`config.mk`:
```
export PLATFORM = sky130hd
export DESIGN_NAME = md_result_collector
export DESIGN_NICKNAME = d
export VERILOG_FILES = /design/src/rtl/md_result_collector.sv
export SDC_FILE = /design/constraint.sdc
export NUM_CORES = 1
export LEC_CHECK = 0
export ABC_CLOCK_PERIOD_IN_PS = 1600
export BUFFER_PORTS_ARGS = -buffer_cell sky130_fd_sc_hd__buf_4
export CORE_ASPECT_RATIO = 0.75
export CORE_MARGIN = 10
export CORE_UTILIZATION = 54
export CTS_BUF_LIST = sky130_fd_sc_hd__clkbuf_8
export DETAILED_ROUTE_END_ITERATION = 8
export PLACE_DENSITY = 0.75
export REMOVE_ABC_BUFFERS = 1
export SYNTH_ARGS = -nofsm -noshare
export SYNTH_HDL_FRONTEND = slang
export SYNTH_SLANG_ARGS = --single-unit
export TNS_END_PERCENT = 1
```
`constraint.sdc`:
```
create_clock -name clk -period 1.6 [get_ports clk]
set_input_delay 0.24 -clock clk [delete_from_list [all_inputs] [get_ports clk]]
set_output_delay 0.24 -clock clk [all_outputs]
set_load 0.05 [all_outputs]
```
`src/rtl/md_result_collector.sv`:
```
// Serial-to-parallel sign-magnitude collector for the multiply/divide result stream.
// Optional divide rounding with a guard bit: define MD_ROUND_EN.
module md_result_collector #(
  parameter int WIDTH = 26
) (
  input  logic             clk,
  input  logic             rst,
  input  logic             start,
  input  logic             op_div,
  input  logic             sign_in,
  input  logic             bit_in,
  input  logic             bit_valid,
  input  logic             abort,
  output logic             busy,
  output logic [WIDTH-1:0] result,
  output logic             result_valid,
  input  logic             result_ready,
  output logic             overflow
);

  localparam int MAG = WIDTH - 1;
  localparam int CW  = $clog2(WIDTH + 1);

  localparam logic [1:0] IDLE    = 2'd0;
  localparam logic [1:0] COLLECT = 2'd1;
  localparam logic [1:0] HOLD    = 2'd2;

  logic [1:0]     state;
  logic [MAG-1:0] shreg;
  logic [CW-1:0]  cnt;
  logic [CW-1:0]  last_cnt;
  logic           div_q;
  logic           sign_q;
  logic [MAG-1:0] mag_final;
  logic           ovf_final;
  logic           accept;
  logic           done;
  logic           go;

  assign busy   = (state == COLLECT);
  assign accept = (state == COLLECT) && bit_valid && !abort;
  // abort outranks start; a start in HOLD only counts when the result is taken
  assign go     = start && !abort &&
                  ((state == IDLE) || ((state == HOLD) && result_ready));

`ifdef MD_ROUND_EN
  assign last_cnt = div_q ? CW'(MAG) : CW'(MAG - 1);
`else
  assign last_cnt = CW'(MAG - 1);
`endif

  assign done = accept && (cnt == last_cnt);

  always_comb begin
    mag_final = {bit_in, shreg[MAG-1:1]};
    ovf_final = 1'b0;
    if (div_q) begin
`ifdef MD_ROUND_EN
      // bit_in is the guard bit here; it rounds the magnitude but is not stored
      if (!bit_in) begin
        mag_final = shreg;
      end else if (&shreg) begin
        mag_final = shreg;
        ovf_final = 1'b1;
      end else begin
        mag_final = shreg + {{(MAG-1){1'b0}}, 1'b1};
      end
`else
      mag_final = {shreg[MAG-2:0], bit_in};
`endif
    end
  end

`ifdef MD_ROUND_EN
  logic ovf_q;
  assign overflow = ovf_q;
`else
  assign overflow = 1'b0;
`endif

  always_ff @(posedge clk) begin
    if (rst) begin
      state        <= IDLE;
      shreg        <= '0;
      cnt          <= '0;
      div_q        <= 1'b0;
      sign_q       <= 1'b0;
      result       <= '0;
      result_valid <= 1'b0;
`ifdef MD_ROUND_EN
      ovf_q        <= 1'b0;
`endif
    end else begin
      case (state)
        IDLE: begin
          if (go) begin
            state  <= COLLECT;
            div_q  <= op_div;
            sign_q <= sign_in;
            shreg  <= '0;
            cnt    <= '0;
          end
        end
        COLLECT: begin
          if (abort) begin
            state <= IDLE;
          end else if (accept) begin
            cnt <= cnt + CW'(1);
            if (div_q) shreg <= {shreg[MAG-2:0], bit_in};
            else       shreg <= {bit_in, shreg[MAG-1:1]};
            if (done) begin
              state        <= HOLD;
              result       <= {sign_q, mag_final};
              result_valid <= 1'b1;
`ifdef MD_ROUND_EN
              ovf_q        <= ovf_final;
`endif
            end
          end
        end
        HOLD: begin
          if (result_ready) begin
            result_valid <= 1'b0;
            if (go) begin
              state  <= COLLECT;
              div_q  <= op_div;
              sign_q <= sign_in;
              shreg  <= '0;
              cnt    <= '0;
            end else begin
              state <= IDLE;
            end
          end
        end
        default: state <= IDLE;
      endcase
    end
  end

`ifndef MD_ROUND_EN
  logic unused_ovf;
  assign unused_ovf = ovf_final;
`endif

endmodule

```
==> impl_results.md, run 1 <==
- Number of global-route vias before repair: 2406
- Clock Sinks: a little over 60
- Worst vdd ir: about 0.67 mV
- Clock root cell: clkbuf_8
- DR DRC count: 0
- Routed Antenna Nets: 0
- Max Clock Freq: 686 MHz
- Die Span Y: ~84 um
- Max Cap Violations: 0
- # diodes: 0
- Area Growth Syn to Fin: 19.6%
- Final hold vios: 0
- Top-level I/O count: 38
- DR vias/cell: 5.50
- CTS Hold Buffers Added: 0
- Largest net degree at the start of global routing: 29
- CP dominant cell by count: buf_4
- Final clock skew: around 11 ps
- Largest cells by area after synthesis: dfxtp_1 (42%), mux2_2 (9.7%), mux2i_1 (9.3%), nor3_1 (8.8%), nand2_1 (7.0%)
- CP peak stage delay: 370 ps
- DR vias: 2418
- Initial antenna violation count: 0
- Reg2reg start: cnt[0]
- Max-slew violations: 0
- Hold Crit Class: in -> reg
- Worst Slack Setup Final: 143 ps
- H-tree Lvls: 3
- Hold depth: 3
- Top cell type's share of synthesized area: 42.1%
- Tot Pwr: around 3.3 mW
- Share of the clock period used by the worst path: 91.1%
- DIE WIDTH: 105 um
- Worst setup EP type: output pin
- Sequential share of the synthesized area: 42.1%
- Area leader, netlist: dfxtp_1
- Detail Placement HPWL: 4.46 mm
- Min-delay src: sign_in
- Flop-to-flop setup slack: 170 ps
- Port Buf Inserts: 36
- Crit-path slowest cell: dfxtp_2
- Routed WL per cell: 15.0 um
- Clock transition at path regs: 70 ps
- Worst setup SP type: register
- Clock Path Buffers: 2
- # setup viols final: 0
- DIE AREA: 0.00874 mm^2
- Core area: 0.00527 mm^2
- Post-Synthesis Cell Area: 0.00290 mm^2
- Tmin final: 1460 ps
- CP Cell Sequence: buf_4, nor2b_1, buf_4
- Largest fanout on the critical path: 7
- CTS tree: done
- Outcome: finished, final reports clean
- Placed cell count: 424
- Clk_lat worst skew: between 300 and 400 ps
- Iteration-0 DRC count of the detailed router: around 160
- WL final: between 6 and 7 mm
- First-pass GRT wire length: 11.4 mm
- Place WS: 196 ps
- Critical path required time: 1360 ps
- Syn Inst Count: 328
- Leakage power: 1.36 nW
- Row Count: 23
- GP Congestion: 0.772
- Synth Warn #: 0
- CP arrival: 1220 ps
- Hold Path Sink: sign_q
- Setup repair after global routing missed its margin: no
- Avg Cell Area, Syn: 8.85 um^2
- Fill cells: 456
- Final net count: 371
- Yosys cell types: 35
- CTS buffer count: 9
- Overflow after GRT: 0
- Starting density of the core: 55.1%
- Share of cells above drive strength 1: 26.0%
- FF-to-FF End: result[21]
- Pwr Density: around 950 mW/mm^2
- Critical path class: reg -> out
- Finished Layout Cells: 440
- Drt pass-1 iters: 4
- #FFs+latches synth: 61
- Reg2Reg Depth: 6
- GRT Overall Usage: 15.8%
- Post-CTS setup buffers: 0
[cells in the mapped netlist]
master / instances
dfxtp_1: 61
o211ai_1: 4
nand3_1: 5
nor2_1: 3
nor4bb_1: 1
clkbuf_1: 10
nand2b_1: 1
and3_1: 2
nand4_1: 3
buf_6: 2
clkinv_1: 1
a21oi_1: 30
o311ai_0: 1
nor2b_1: 3
a211oi_1: 1
and4b_1: 1
nor3b_2: 1
buf_12: 2
mux2i_1: 27
o31a_1: 1
o21ai_0: 5
nand4b_1: 1
nand2_1: 54
or3b_2: 1
buf_4: 3
conb_1: 1
nor3_1: 51
nand3b_1: 3
nor3b_1: 1
mux2_2: 25
inv_1: 5
ha_1: 2
nand4bb_1: 2
a221oi_1: 1
buf_2: 13
[metal layers]
metal	up-vias	global-route usage, %	wire (um)
li1	1222	-	-
met1	1135	18.2	3040
met2	55	26.1	3130
met3	6	6.71	411
met4	0	4.48	39
met5	-	0	0
[registers in the layout (all words and copies together), names as in the netlist]
name and flops:
cnt 5, div_q 1, result 26, result_valid 1, shreg 25, sign_q 1, state 2
[area by class of cell]
cell class	count	area, um^2	area share, %
clock buffers	11	151	4.36
clock inverters	5	73.8	2.13
inverters	6	22.5	0.649
multi-input cells	231	1490	42.8
flip-flops and latches	61	1220	35.2
well taps	75	93.8	2.70
repair buffers	51	420	12.1
[power by group]
group	leakage, nW	internal [mW]	switching [mW]
logic	0.748	0.0938	0.131
registers	0.492	1.52	0.00511
clock network	0.121	0.951	0.584
total	1.36	2.57	0.721
[through the flow]
step	hold WS, ps	cell area (um^2)	utilization, %	TNS (ps)
finish	154	3470	65.9	0
global route	153	3470	65.9	0
CTS	139	3470	65.9	0
detailed placement	449	3250	61.6	0
global placement	447	3250	61.6	0
floorplan	309	2720	-	-47910
[worst max path at each step]
stage,from,end,slack (ps)
after global routing,cnt[0],result[21],40
after CTS,state[0],busy,60
after detailed placement,state[0],div_q,200
after global placement,cnt[0],result[24],220
final,state[0],busy,140
after floorplan,state[0],result[0],-1300
[critical path, delay by kind of cell, from the launching register on]
kind | cells | cell delay (ps)
flip-flops | 1 | 370
buffers and inverters | 2 | 360
AND/OR/NAND/NOR | 1 | 150
[what timing repair did]
action,4_1_cts,5_1_grt
resized for setup,0,1
setup endpoints to repair,0,1
endpoints found under the hold margin,0,0
[cells in the final DEF, fill, tap and decap left out, types with 4 or more instances in the layout]
cell type	netlist	routed
a21oi_1	30	30
buf_4	3	48
clkbuf_8	0	11
dfxtp_1	61	60
inv_1	5	6
mux2_2	25	25
mux2i_1	27	27
nand2_1	54	54
nand3_1	5	5
nor3_1	51	51
o211ai_1	4	4
o21ai_0	5	5
[logic make-up (layout without fill, tap and decap cells)]
| logic type | after synthesis | in the layout | share of synthesized area, % |
|---|---|---|---|
| AO/OA/AOI/OAI | 43 | 43 | 8.23 |
| adder cells (fa/ha/maj) | 2 | 2 | 0.862 |
| buffers and inverters | 36 | 73 | 7.24 |
| flip-flops | 61 | 61 | 42.1 |
| multiplexers | 52 | 52 | 19.0 |
| other | 1 | 1 | 0.129 |
| AND/OR/NAND/NOR | 133 | 133 | 22.5 |
Power figures use the tool's default switching activity.
==> run 2, diff against run 1 <==
==> constraint.sdc (replaced) <==
create_clock -name clk -period 1.6 [get_ports clk]
set_input_delay 0.24 -clock clk [delete_from_list [all_inputs] [get_ports clk]]
set_output_delay 0.24 -clock clk [all_outputs]
set_load 0.1 [all_outputs]
==> run 2 against run 1 <==
Effect of this change: setup slack lost 39 ps; die area unchanged; hold slack worse by 2.1 ps; utilization rose by 0.12 points; register-to-register slack is essentially flat; critical path depth stayed put; final cell count stayed put; critical path type unchanged; critical endpoint unchanged; highest routed layer unchanged.
==> impl_results.md, run 2 (same netlist as run 1, synthesis figures left out) <==
- DR DRC count: 0 (unchanged)
- Fill cells: 453 (was 456)
- Hold WS: 151 ps (was 154 ps)
- Die Span Y: 83.5 um (unchanged)
- Critical path class: reg -> out (unchanged)
- Most common cell after layout, fill and taps aside: dfxtp_1 (unchanged)
- Placed cell count: 424 (unchanged)
- Max reg flops: 26 (unchanged)
- Final hold vios: 0 (unchanged)
- Seq pwr share: 46.2% (was 46.5%)
- Finished Core Util: 66.0% (was 65.9%)
- Min-delay src: sign_in (unchanged)
- CTS Hold Buffers Added: 0 (unchanged)
- Sw Share: 22.3% (was 21.9%)
- Clk pwr share: 46.6% (was 46.7%)
- FF-to-FF End: result[21] (unchanged)
- Area Growth Syn to Fin: 19.8% (was 19.6%)
- Number of global-route vias before repair: 2408 (was 2406)
- DR vias: 2406 (was 2418)
- Reg2reg start: cnt[0] (unchanged)
- CTS buffer count: 9 (unchanged)
- Worst setup EP type: output pin (unchanged)
- Flop-to-flop setup slack: 170 ps (about the same)
- Max Clock Freq: 668 MHz (was 686 MHz)
- Worst Slack Setup Final: 104 ps (was 143 ps)
- Max-slew violations: 0 (unchanged)
- CP arrival: 1260 ps (was 1220 ps)
- Clock Path Buffers: 2 (unchanged)
- Share of the clock period used by the worst path: 93.5% (was 91.1%)
- Reg2Reg Depth: 6 (unchanged)
- NetSw: 0.738 mW (was 0.721 mW)
- Core area: 0.00527 mm^2 (unchanged)
- Pwr Density: 951 mW/mm^2 (was 947 mW/mm^2)
- Place WS: 196 ps (unchanged)
- Leakage power: 1.36 nW (about the same)
- GP Congestion: 0.772 (unchanged)
- CTS tree: done (unchanged)
- Clk_lat worst skew: 340 ps (about the same)
- First-pass GRT wire length: 11.4 mm (about the same)
- Tmin final: 1500 ps (was 1460 ps)
- WL final: 6.70 mm (was 6.62 mm)
- H-tree Lvls: 3 (unchanged)
- Worst vdd ir: 0.670 mV (was 0.672 mV)
- # diodes: 0 (unchanged)
- # setup viols final: 0 (unchanged)
- Hold Path Sink: sign_q (unchanged)
- DIE AREA: 0.00874 mm^2 (unchanged)
- Hold depth: 3 (unchanged)
- Hold Crit Class: in -> reg (unchanged)
- Final net count: 371 (unchanged)
- Initial antenna violation count: 0 (unchanged)
- Starting density of the core: 55.1% (unchanged)
- Critical path required time: 1360 ps (about the same)
- Largest net degree at the start of global routing: 29 (unchanged)
- Share of cells above drive strength 1: 26.3% (was 26.0%)
- Tot Pwr: 3.31 mW (was 3.29 mW)
- Drt pass-1 iters: 4 (unchanged)
- Setup repair after global routing missed its margin: no (unchanged)
- Max Cap Violations: 0 (unchanged)
- Largest fanout on the critical path: 7 (unchanged)
- Overflow after GRT: 0 (unchanged)
- Clock Sinks: 61 (unchanged)
- Register area: 0.00122 mm^2 (unchanged)
- Port Buf Inserts: 36 (unchanged)
- Finished Layout Cells: 440 (unchanged)
- Internal power: 2.57 mW (about the same)
- DR vias/cell: 5.47 (was 5.50)
- Placed inst area: 0.00325 mm^2 (unchanged)
- DIE WIDTH: 105 um (unchanged)
- Iteration-0 DRC count of the detailed router: 132 (was 155)
- Worst setup SP type: register (unchanged)
- Largest regs: result x26, shreg x25, cnt x5 (unchanged)
- Routed WL per cell: 15.2 um (was 15.0 um)
- Most frequent cells in the layout: dfxtp_1 (60), nand2_1 (54), nor3_1 (51) (unchanged)
- Comb power frac: 7.2% (was 6.8%)
- Finished layout cell area: 0.00348 mm^2 (was 0.00347 mm^2)
- Setup TNS Final: 0 ps (unchanged)
- Row Count: 23 (unchanged)
- Final clock skew: 10.8 ps (about the same)
- Routed Antenna Nets: 0 (unchanged)
- Clock transition at path regs: 70 ps (about the same)
- Reg with most FFs: result (unchanged)
- Outcome: finished, final reports clean (unchanged)
- Detail Placement HPWL: 4.46 mm (unchanged)
- Clock root cell: clkbuf_8 (unchanged)
- Multi-input gate area: 0.00149 mm^2 (about the same)
- GRT Overall Usage: 15.7% (was 15.8%)
- Top-level I/O count: 38 (unchanged)
==> run 2: changes by cell type in the layout (fill, tap and decap cells not counted) <==
cell     before  now
buf_4        48   47
buf_6         0    1
nor2b_2       0    1
nor2b_1       3    2
==> run 2: routing by layer <==
metal,part of all wire (%),vias to the layer above,track usage [%]
li1,-,1215,-
met1,45,1135,18.0
met2,48,50,26.1
met3,5.8,6,6.87
met4,0.91,0,4.48
met5,0,-,0
==> run 2: worst max path at each step <==
stage                        start          to
after floorplan           state[0]   result[0]
final                     state[0]        busy
after global placement      cnt[0]  result[24]
after global routing      state[0]        busy
after detailed placement  state[0]       div_q
after CTS                 state[0]        busy
==> run 2: what timing repair did <==
action / 4_1_cts / 5_1_grt
setup buffers: 0 / 0
gates resized for setup: 2 / 1
setup endpoints to repair: 1 / 1
endpoints found under the hold margin: 0 / 0
==> run 2: area by class of cell <==
type,count,area share [%]
sequential,61,35.1
clock inverter,5,2.12
clock buffer,11,4.35
tap,75,2.70
timing repair buffer,51,12.2
multi-input combinational,231,42.8
inverter,6,0.647
==> run 2: worst max-delay path, cell delays in order (launching register included) <==
cell and delay, ps:
dfxtp_2 370, buf_4 150, nor2b_2 160, buf_6 230
==> run 2: power groups by stage <==
| stage | logic, mW | registers, mW | clock network (mW) |
|---|---|---|---|
| 5_1_grt | 0.256 | 1.53 | 1.63 |
| 4_1_cts | 0.238 | 1.53 | 1.57 |
| 3_5_place_dp | 0.235 | 1.56 | 0 |
| 3_3_place_gp | 0.235 | 1.56 | 0 |
| 2_1_floorplan | 0.133 | 1.57 | 0 |
| 6_report | 0.239 | 1.53 | 1.54 |
